[config.mk]
export PLATFORM = sky130hd
export DESIGN_NAME = if_fetch_ctrl
export DESIGN_NICKNAME = d
export VERILOG_FILES = /design/src/rtl/if_fetch_ctrl.sv
export SDC_FILE = /design/constraint.sdc
export NUM_CORES = 1
export LEC_CHECK = 0
export ABC_AREA = 1
export CELL_PAD_IN_SITES_DETAIL_PLACEMENT = 0
export CELL_PAD_IN_SITES_GLOBAL_PLACEMENT = 1
export CORE_MARGIN = 3
export CORE_UTILIZATION = 34
export DETAILED_ROUTE_END_ITERATION = 6
export GPL_ROUTABILITY_DRIVEN = 0
export GPL_TIMING_DRIVEN = 0
export PLACE_DENSITY_LB_ADDON = 0.1
export SYNTH_ARGS = -nofsm -noshare
export SYNTH_HDL_FRONTEND = slang
export SYNTH_SLANG_ARGS = --single-unit
[constraint.sdc]
create_clock -name clk -period 2.7 [get_ports clk]
set_input_delay 0.54 -clock clk [delete_from_list [all_inputs] [get_ports clk]]
set_output_delay 0.54 -clock clk [all_outputs]
set_load 0.01 [all_outputs]
[src/rtl/if_fetch_ctrl.sv]
// Fetch-stage controller: owns the fetch PC, runs a one-outstanding sram-like instruction port,
// and hands fetched instructions to IF/ID with branch (post delay slot) and exception redirects.
module if_fetch_ctrl #(
  parameter logic [31:0] RESET_PC = 32'hbfc0_0000
) (
  input  logic        clk,
  input  logic        rst,
  input  logic        stallF,
  input  logic        flush_excM,
  input  logic [31:0] pc_excM,
  input  logic        branch_redirectD,
  input  logic [31:0] branch_targetD,
  input  logic        is_branch_jumpD,
  input  logic        inst_tlb_refill_i,
  input  logic        inst_tlb_invalid_i,
  output logic        inst_req,
  output logic [31:0] inst_addr,
  input  logic        inst_addr_ok,
  input  logic        inst_data_ok,
  input  logic [31:0] inst_rdata,
  output logic [31:0] pcF,
  output logic [31:0] pc_plus4F,
  output logic [31:0] instrF,
  output logic        is_in_delayslot_iF,
  output logic        inst_tlb_refillF,
  output logic        inst_tlb_invalidF,
  output logic        validF,
  output logic        i_stall
);

  localparam int unsigned XLEN = 32;
  localparam logic [XLEN-1:0] PC_STEP = XLEN'(4);

  typedef enum logic [1:0] {
    S_REQ  = 2'd0,
    S_WAIT = 2'd1,
    S_DONE = 2'd2
  } state_t;

  state_t          r_state, w_state_nxt;
  logic [XLEN-1:0] r_pc, w_pc_nxt;
  logic [XLEN-1:0] r_pc4, w_pc4_nxt;
  logic [XLEN-1:0] r_instr, w_instr_nxt;
  logic [XLEN-1:0] r_br_tgt, w_br_tgt_nxt;
  logic [XLEN-1:0] r_exc_tgt, w_exc_tgt_nxt;
  logic            r_refill, w_refill_nxt;
  logic            r_invalid, w_invalid_nxt;
  logic            r_pend_br, w_pend_br_nxt;
  logic            r_pend_exc, w_pend_exc_nxt;
  logic            r_discard, w_discard_nxt;

  logic            w_fault;
  logic            w_valid;
  logic            w_handoff;
  logic            w_req;
  logic [XLEN-1:0] w_next_pc;

  assign w_fault   = inst_tlb_refill_i | inst_tlb_invalid_i;
  assign w_valid   = (r_state == S_DONE);
  assign w_handoff = w_valid & ~stallF;
  assign w_req     = (r_state == S_REQ) & ~w_fault & ~rst;

  // Redirect priority: live exception, pending exception, branch, sequential
  assign w_next_pc = flush_excM                   ? pc_excM   :
                     r_pend_exc                   ? r_exc_tgt :
                     branch_redirectD             ? branch_targetD :
                     r_pend_br                    ? r_br_tgt  :
                                                    r_pc4;

  always_comb begin
    w_state_nxt    = r_state;
    w_pc_nxt       = r_pc;
    w_pc4_nxt      = r_pc4;
    w_instr_nxt    = r_instr;
    w_br_tgt_nxt   = r_br_tgt;
    w_exc_tgt_nxt  = r_exc_tgt;
    w_refill_nxt   = r_refill;
    w_invalid_nxt  = r_invalid;
    w_pend_br_nxt  = r_pend_br;
    w_pend_exc_nxt = r_pend_exc;
    w_discard_nxt  = r_discard;

    // A taken branch waits for its delay slot to be handed off first
    if (flush_excM) begin
      w_pend_br_nxt = 1'b0;
    end else if (branch_redirectD && !w_handoff) begin
      w_pend_br_nxt = 1'b1;
      w_br_tgt_nxt  = branch_targetD;
    end

    unique case (r_state)
      S_REQ: begin
        if (w_fault) begin
          if (flush_excM || r_pend_exc) begin
            w_pc_nxt       = w_next_pc;
            w_pc4_nxt      = w_next_pc + PC_STEP;
            w_pend_exc_nxt = 1'b0;
          end else begin
            w_refill_nxt  = inst_tlb_refill_i;
            w_invalid_nxt = inst_tlb_invalid_i;
            w_instr_nxt   = '0;
            w_state_nxt   = S_DONE;
          end
        end else if (flush_excM) begin
          // Address must stay put until accepted; the reply is dropped afterwards
          w_pend_exc_nxt = 1'b1;
          w_exc_tgt_nxt  = pc_excM;
          if (inst_addr_ok) begin
            w_discard_nxt = 1'b1;
            w_state_nxt   = S_WAIT;
          end
        end else if (inst_addr_ok) begin
          if (r_pend_exc) begin
            w_discard_nxt = 1'b1;
          end
          w_state_nxt = S_WAIT;
        end
      end

      S_WAIT: begin
        if (flush_excM) begin
          w_pend_exc_nxt = 1'b1;
          w_exc_tgt_nxt  = pc_excM;
          w_discard_nxt  = 1'b1;
        end
        if (inst_data_ok) begin
          if (r_discard || flush_excM) begin
            w_pc_nxt       = w_next_pc;
            w_pc4_nxt      = w_next_pc + PC_STEP;
            w_discard_nxt  = 1'b0;
            w_pend_exc_nxt = 1'b0;
            w_state_nxt    = S_REQ;
          end else begin
            w_instr_nxt = inst_rdata;
            w_state_nxt = S_DONE;
          end
        end
      end

      S_DONE: begin
        if (flush_excM || w_handoff) begin
          w_pc_nxt       = w_next_pc;
          w_pc4_nxt      = w_next_pc + PC_STEP;
          w_instr_nxt    = '0;
          w_refill_nxt   = 1'b0;
          w_invalid_nxt  = 1'b0;
          w_pend_exc_nxt = 1'b0;
          w_state_nxt    = S_REQ;
          if (w_handoff) begin
            w_pend_br_nxt = 1'b0;
          end
        end
      end

      default: begin
        w_state_nxt = S_REQ;
      end
    endcase
  end

  always_ff @(posedge clk) begin
    if (rst) begin
      r_state <= S_REQ;
    end else begin
      r_state <= w_state_nxt;
    end
  end

  always_ff @(posedge clk) begin
    if (rst) begin
      r_pc       <= RESET_PC;
      r_pc4      <= RESET_PC + PC_STEP;
      r_instr    <= '0;
      r_br_tgt   <= '0;
      r_exc_tgt  <= '0;
      r_refill   <= 1'b0;
      r_invalid  <= 1'b0;
      r_pend_br  <= 1'b0;
      r_pend_exc <= 1'b0;
      r_discard  <= 1'b0;
    end else begin
      r_pc       <= w_pc_nxt;
      r_pc4      <= w_pc4_nxt;
      r_instr    <= w_instr_nxt;
      r_br_tgt   <= w_br_tgt_nxt;
      r_exc_tgt  <= w_exc_tgt_nxt;
      r_refill   <= w_refill_nxt;
      r_invalid  <= w_invalid_nxt;
      r_pend_br  <= w_pend_br_nxt;
      r_pend_exc <= w_pend_exc_nxt;
      r_discard  <= w_discard_nxt;
    end
  end

  assign inst_req           = w_req;
  assign inst_addr          = r_pc;
  assign pcF                = r_pc;
  assign pc_plus4F          = r_pc4;
  assign instrF             = r_instr;
  assign inst_tlb_refillF   = r_refill;
  assign inst_tlb_invalidF  = r_invalid;
  assign validF             = w_valid;
  assign i_stall            = ~w_valid;
  assign is_in_delayslot_iF = is_branch_jumpD & w_valid;

endmodule

==> results.md, run 1 <==
| Group | Parameter | This run |
| --- | --- | --- |
| sta | Max Slew Vio Count | 0 |
| power and ir drop | Sequential cell fraction of total power | 31.4% |
| power and ir drop | Clock Power Share | 25.9% |
| sta | Worst clock skew | 0.0178 ns |
| sta | Maximum achievable frequency | 385 MHz |
| synthesis | Instance count of the mapped netlist | 1350 |
| global routing | Via count of the first global-routing pass | 9217 |
| setup path | Endpoint required time on the critical path | 3.04 ns |
| die | Initial core utilization | 34.9% |
| power and ir drop | Power Total | 10.4 mW |
| sta | Unrepaired setup endpoints after global routing | false |
| setup path | Category of the worst setup path capture point | flip-flop |
| sta | Worst-case headroom to the max-slew limit | 47.6% |
| route | First DRT Iteration DRCs | 724 |
| power and ir drop | Internal power component | 6.35 mW |
| die | DIE AREA | 0.0281 mm^2 |
| placement | Placed Cells incl. Taps | 1917 |
| cts | Clock buffer depth | 2 |
| die | Chip Height | 168 um |
| sta | WHS | 0.462 ns |
| final layout | Diodes inserted | 0 |
| placement | Area after DPL | 0.0117 mm^2 |
| die | Number of placed I/O pins | 240 |
| final layout | Layout area overhead | 39.0% |
| power and ir drop | Switching share of power | 38.8% |
| synthesis | Mean instance size in the synthesized netlist | 6.59 um^2 |
| cts | Clock root buffer | sky130_fd_sc_hd__clkbuf_16 |
| power and ir drop | Combinational cell fraction of total power | 42.7% |
| setup path | R2R Setup Slk | 0.12 ns |
| run | Max-cap check violation count | 0 |
| synthesis | Synthesized netlist net count | 1461 |
| route | Routed wire length per instance | 18.1 um |
| global routing | Sum of overflow across all layers after global routing | 0 |
| synthesis | Count of distinct cell types in the synthesized netlist | 41 |
| synthesis | Syn Std Cell Area | 0.00889 mm^2 |
| sta | Count of final hold-check violations | 0 |
| global routing | Maximum number of pins on one net before global-route repair | 20 |
| global routing | Number of antenna violations at the first check in global routing | 0 |
| final layout | Proportion of layout cells with a drive suffix above 1 | 11.3% |
| power and ir drop | Maximum vdd ir drop | 0.407 mV |
| setup path | Worst reg2reg path startpoint | r_pend_br |
| cts | Number of clock buffers inserted by TritonCTS | 17 |
| route | Final wirelength | 35400 um |
| setup path | Largest fanout on the critical path | 10 |
| global routing | First-pass GRT wire length | 53200 um |
| cts | Clock tree from TritonCTS | yes |
| sta | Count of final setup violators | 0 |
| die | X dimension of the die | 168 um |
| cts | Hold-fix buffer count after cts | 0 |
| worst hold path | Hold path start | r_exc_tgt[2] |
| setup path | Arrival @ worst endpoint | 2.94 ns |
| final layout | Design Area, Final | 0.0124 mm^2 |
| sta | Fraction of the cycle the final worst path needs | 96.3% |
| setup path | Startpoint type of the worst setup path | primary input |
| synthesis | Share of flip-flops with an asynchronous set or reset after synthesis | 0% |
| route | Routed via count | 9794 |
| final layout | Fill cell count | 2611 |
| route | Drt drc | 0 |
| setup path | Start-to-end type of the worst setup path | primary input to flip-flop |
| final layout | Nets | 1717 |
| route | Number of nets with antenna violations after detailed routing | 0 |
| synthesis | Post-synthesis sequential element count | 165 |
| run status | Outcome | finished, final reports clean |
| power and ir drop | NetSw | 4.04 mW |
| die | Floorplan Core Area | 0.0255 mm^2 |
| sta | Fin crit period | 2.60 ns |
| worst hold path | Path type of the worst min-delay path | flip-flop to flip-flop |
| sta | Slew of the pin with the lowest slew margin | 0.786 ns |
| global routing | Overall global routing resource usage | 24.3% |
| setup path | Crit. Startpoint | branch_redirectD |
| power and ir drop | PD cells | 841 mW/mm^2 |
| synthesis | Synthesis Warnings | 0 |
| synthesis | Post-synth EDFFs | 0 |
| synthesis | Sequential fraction of the synthesis area | 37.1% |
| final layout | Finished Layout Cells | 1949 |
| route | First drt pass iteration count | 5 |
| route | Via-to-Cell Ratio | 5.03 |
| placement | Buffers added on ports | 237 |
| cts | Number of sinks on the clock net | 165 |
| synthesis | Main synth FF type | sky130_fd_sc_hd__dfxtp_1 |
| die | Floorplan row count | 58 |
| power and ir drop | Leakage dissipation | 5.05 nW |
| placement | Half-perimeter wire length after placement | 27300 um |
| cts | Clk slew on worst S/H paths | 0.07 ns |
| cts | Clock insertion delay at the later pin of the skew report | 0.45 ns |
| cts | Number of H-tree levels | 4 |
timing repair:
item,in CTS,in global routing
pin swaps,2,0
resized for setup,7,13
hold endpoints to repair,0,0
setup endpoints to repair,85,76
setup buffers,1,0
sequential cells by signal (all words and copies together) (netlist names):
name               flops
inst_addr             32
inst_tlb_invalidF      1
inst_tlb_refillF       1
instrF                32
pc_plus4F             30
r_br_tgt              32
r_discard              1
r_exc_tgt             32
r_pend_br              1
r_pend_exc             1
r_state                2
power by group through the flow:
stage | Sequential (mW) | Combinational [mW] | Clock, mW
after global placement | 3.31 | 4.36 | 0
after floorplan | 3.34 | 2.25 | 0
final | 3.26 | 4.44 | 2.69
after CTS | 3.26 | 4.43 | 2.71
after global routing | 3.31 | 4.82 | 2.79
after detailed placement | 3.31 | 4.37 | 0
Yosys cell counts (2+ instances only):
library cell               number  area, um^2
sky130_fd_sc_hd__nand2_1      383        1440
sky130_fd_sc_hd__dfxtp_1      165        3300
sky130_fd_sc_hd__nor2_1       164         616
sky130_fd_sc_hd__a21oi_1      153         766
sky130_fd_sc_hd__nand3_1      100         500
sky130_fd_sc_hd__inv_1         72         270
sky130_fd_sc_hd__buf_4         43         323
sky130_fd_sc_hd__nand4_1       43         269
sky130_fd_sc_hd__o21ai_0       42         210
sky130_fd_sc_hd__clkbuf_1      39         146
sky130_fd_sc_hd__buf_2         27         135
sky130_fd_sc_hd__inv_2         13        48.8
sky130_fd_sc_hd__nand2_2       12        75.1
sky130_fd_sc_hd__nor2_2        10        62.6
sky130_fd_sc_hd__a221oi_1       8        70.1
sky130_fd_sc_hd__o221a_2        7        78.8
sky130_fd_sc_hd__or2_2          7        43.8
sky130_fd_sc_hd__buf_6          6        67.6
sky130_fd_sc_hd__ha_1           5        62.6
sky130_fd_sc_hd__nand2_4        5        56.3
sky130_fd_sc_hd__o211ai_1       5        37.5
sky130_fd_sc_hd__o21ai_1        5        25.0
sky130_fd_sc_hd__a31oi_1        4        25.0
sky130_fd_sc_hd__nor3_1         4        20.0
sky130_fd_sc_hd__buf_1          3        11.3
sky130_fd_sc_hd__nand3_2        3        30.0
sky130_fd_sc_hd__o22ai_1        3        18.8
sky130_fd_sc_hd__a21o_1         2        15.0
sky130_fd_sc_hd__clkinv_1       2        7.51
sky130_fd_sc_hd__nor2_4         2        22.5
sky130_fd_sc_hd__nor3_4         2        32.5
sky130_fd_sc_hd__xnor2_1        2        17.5
logic make-up after synthesis:
family / count (synthesis) / share of synthesized area (%)
AO/OA/AOI/OAI: 232 / 14.3
buffers and inverters: 206 / 11.5
AND/OR/NAND/NOR: 739 / 36.1
flip-flops: 165 / 37.1
XOR/XNOR: 3 / 0.295
adder cells (fa/ha/maj): 5 / 0.703
layout by cell type (no fill, tap or decap), types with 8 or more instances in the layout:
| master | instances |
|---|---|
| sky130_fd_sc_hd__nand2_1 | 383 |
| sky130_fd_sc_hd__clkdlybuf4s50_1 | 236 |
| sky130_fd_sc_hd__dfxtp_1 | 165 |
| sky130_fd_sc_hd__nor2_1 | 159 |
| sky130_fd_sc_hd__a21oi_1 | 153 |
| sky130_fd_sc_hd__nand3_1 | 100 |
| sky130_fd_sc_hd__inv_1 | 72 |
| sky130_fd_sc_hd__buf_4 | 44 |
| sky130_fd_sc_hd__nand4_1 | 43 |
| sky130_fd_sc_hd__o21ai_0 | 42 |
| sky130_fd_sc_hd__clkbuf_1 | 34 |
| sky130_fd_sc_hd__buf_2 | 25 |
| sky130_fd_sc_hd__clkbuf_16 | 17 |
| sky130_fd_sc_hd__inv_2 | 13 |
| sky130_fd_sc_hd__nor2_2 | 13 |
| sky130_fd_sc_hd__nand2_2 | 12 |
| sky130_fd_sc_hd__a221oi_1 | 8 |
per-stage QoR:
step	setup WS, ns	util (%)	setup TNS [ns]
after floorplan	0.475	-	0
after global placement	-0.566	45.8	-37.65
after detailed placement	-0.603	45.8	-34.99
after CTS	0.0314	48.4	0
after global routing	0.00467	48.5	0
final	0.0999	48.5	0
path summary, 6_finish.rpt:
| check | end | cells after the start |
|---|---|---|
| max | pc_plus4F[18] | 15 |
| min | r_exc_tgt[2] | 2 |
| max reg2reg | pc_plus4F[18] | 13 |
| min reg2reg | r_exc_tgt[2] | 2 |
worst max-delay path, stage by stage:
cell	delay, ns
sky130_fd_sc_hd__dlygate4sd2_1	0.34
sky130_fd_sc_hd__inv_2	0.12
sky130_fd_sc_hd__buf_4	0.20
sky130_fd_sc_hd__nor2_1	0.08
sky130_fd_sc_hd__nor2_1	0.08
sky130_fd_sc_hd__nand2_1	0.07
sky130_fd_sc_hd__nand2_2	0.11
sky130_fd_sc_hd__ha_1	0.27
sky130_fd_sc_hd__inv_1	0.09
sky130_fd_sc_hd__nor2_2	0.17
sky130_fd_sc_hd__nand3_2	0.16
sky130_fd_sc_hd__nor3_4	0.38
sky130_fd_sc_hd__nand2_2	0.12
sky130_fd_sc_hd__a21oi_1	0.14
sky130_fd_sc_hd__nor2_1	0.05
cell type report:
| class | count | area (um^2) | share of cell area, % |
|---|---|---|---|
| Inverter | 88 | 335 | 2.71 |
| Multi-Input combinational cell | 979 | 4600 | 37.2 |
| Timing Repair Buffer | 238 | 2390 | 19.3 |
| Clock inverter | 13 | 183 | 1.48 |
| Sequential cell | 165 | 3300 | 26.7 |
| Buffer | 117 | 691 | 5.59 |
| Tap cell | 330 | 413 | 3.34 |
| Clock buffer | 19 | 443 | 3.58 |
layer usage:
metal | track usage [%] | vias to the layer above | wire, um
met5 | 0 | - | 0
met4 | 5.37 | 0 | 625
met3 | 5.69 | 36 | 2560
met2 | 40.8 | 343 | 16600
met1 | 31.8 | 4521 | 15600
li1 | - | 4894 | -
No activity file was read; power rests on OpenSTA's default activity.
==> run 2: changes to the inputs <==
--- a/config.mk
+++ b/config.mk
@@ -10,6 +10,7 @@
 export CELL_PAD_IN_SITES_GLOBAL_PLACEMENT = 1
 export CORE_MARGIN = 3
 export CORE_UTILIZATION = 34
+export CTS_CLUSTER_DIAMETER = 200
 export DETAILED_ROUTE_END_ITERATION = 6
 export GPL_ROUTABILITY_DRIVEN = 0
 export GPL_TIMING_DRIVEN = 0
==> results of run 2 <==
Same layout as run 1: the final DEF is identical, and so are final timing and power.
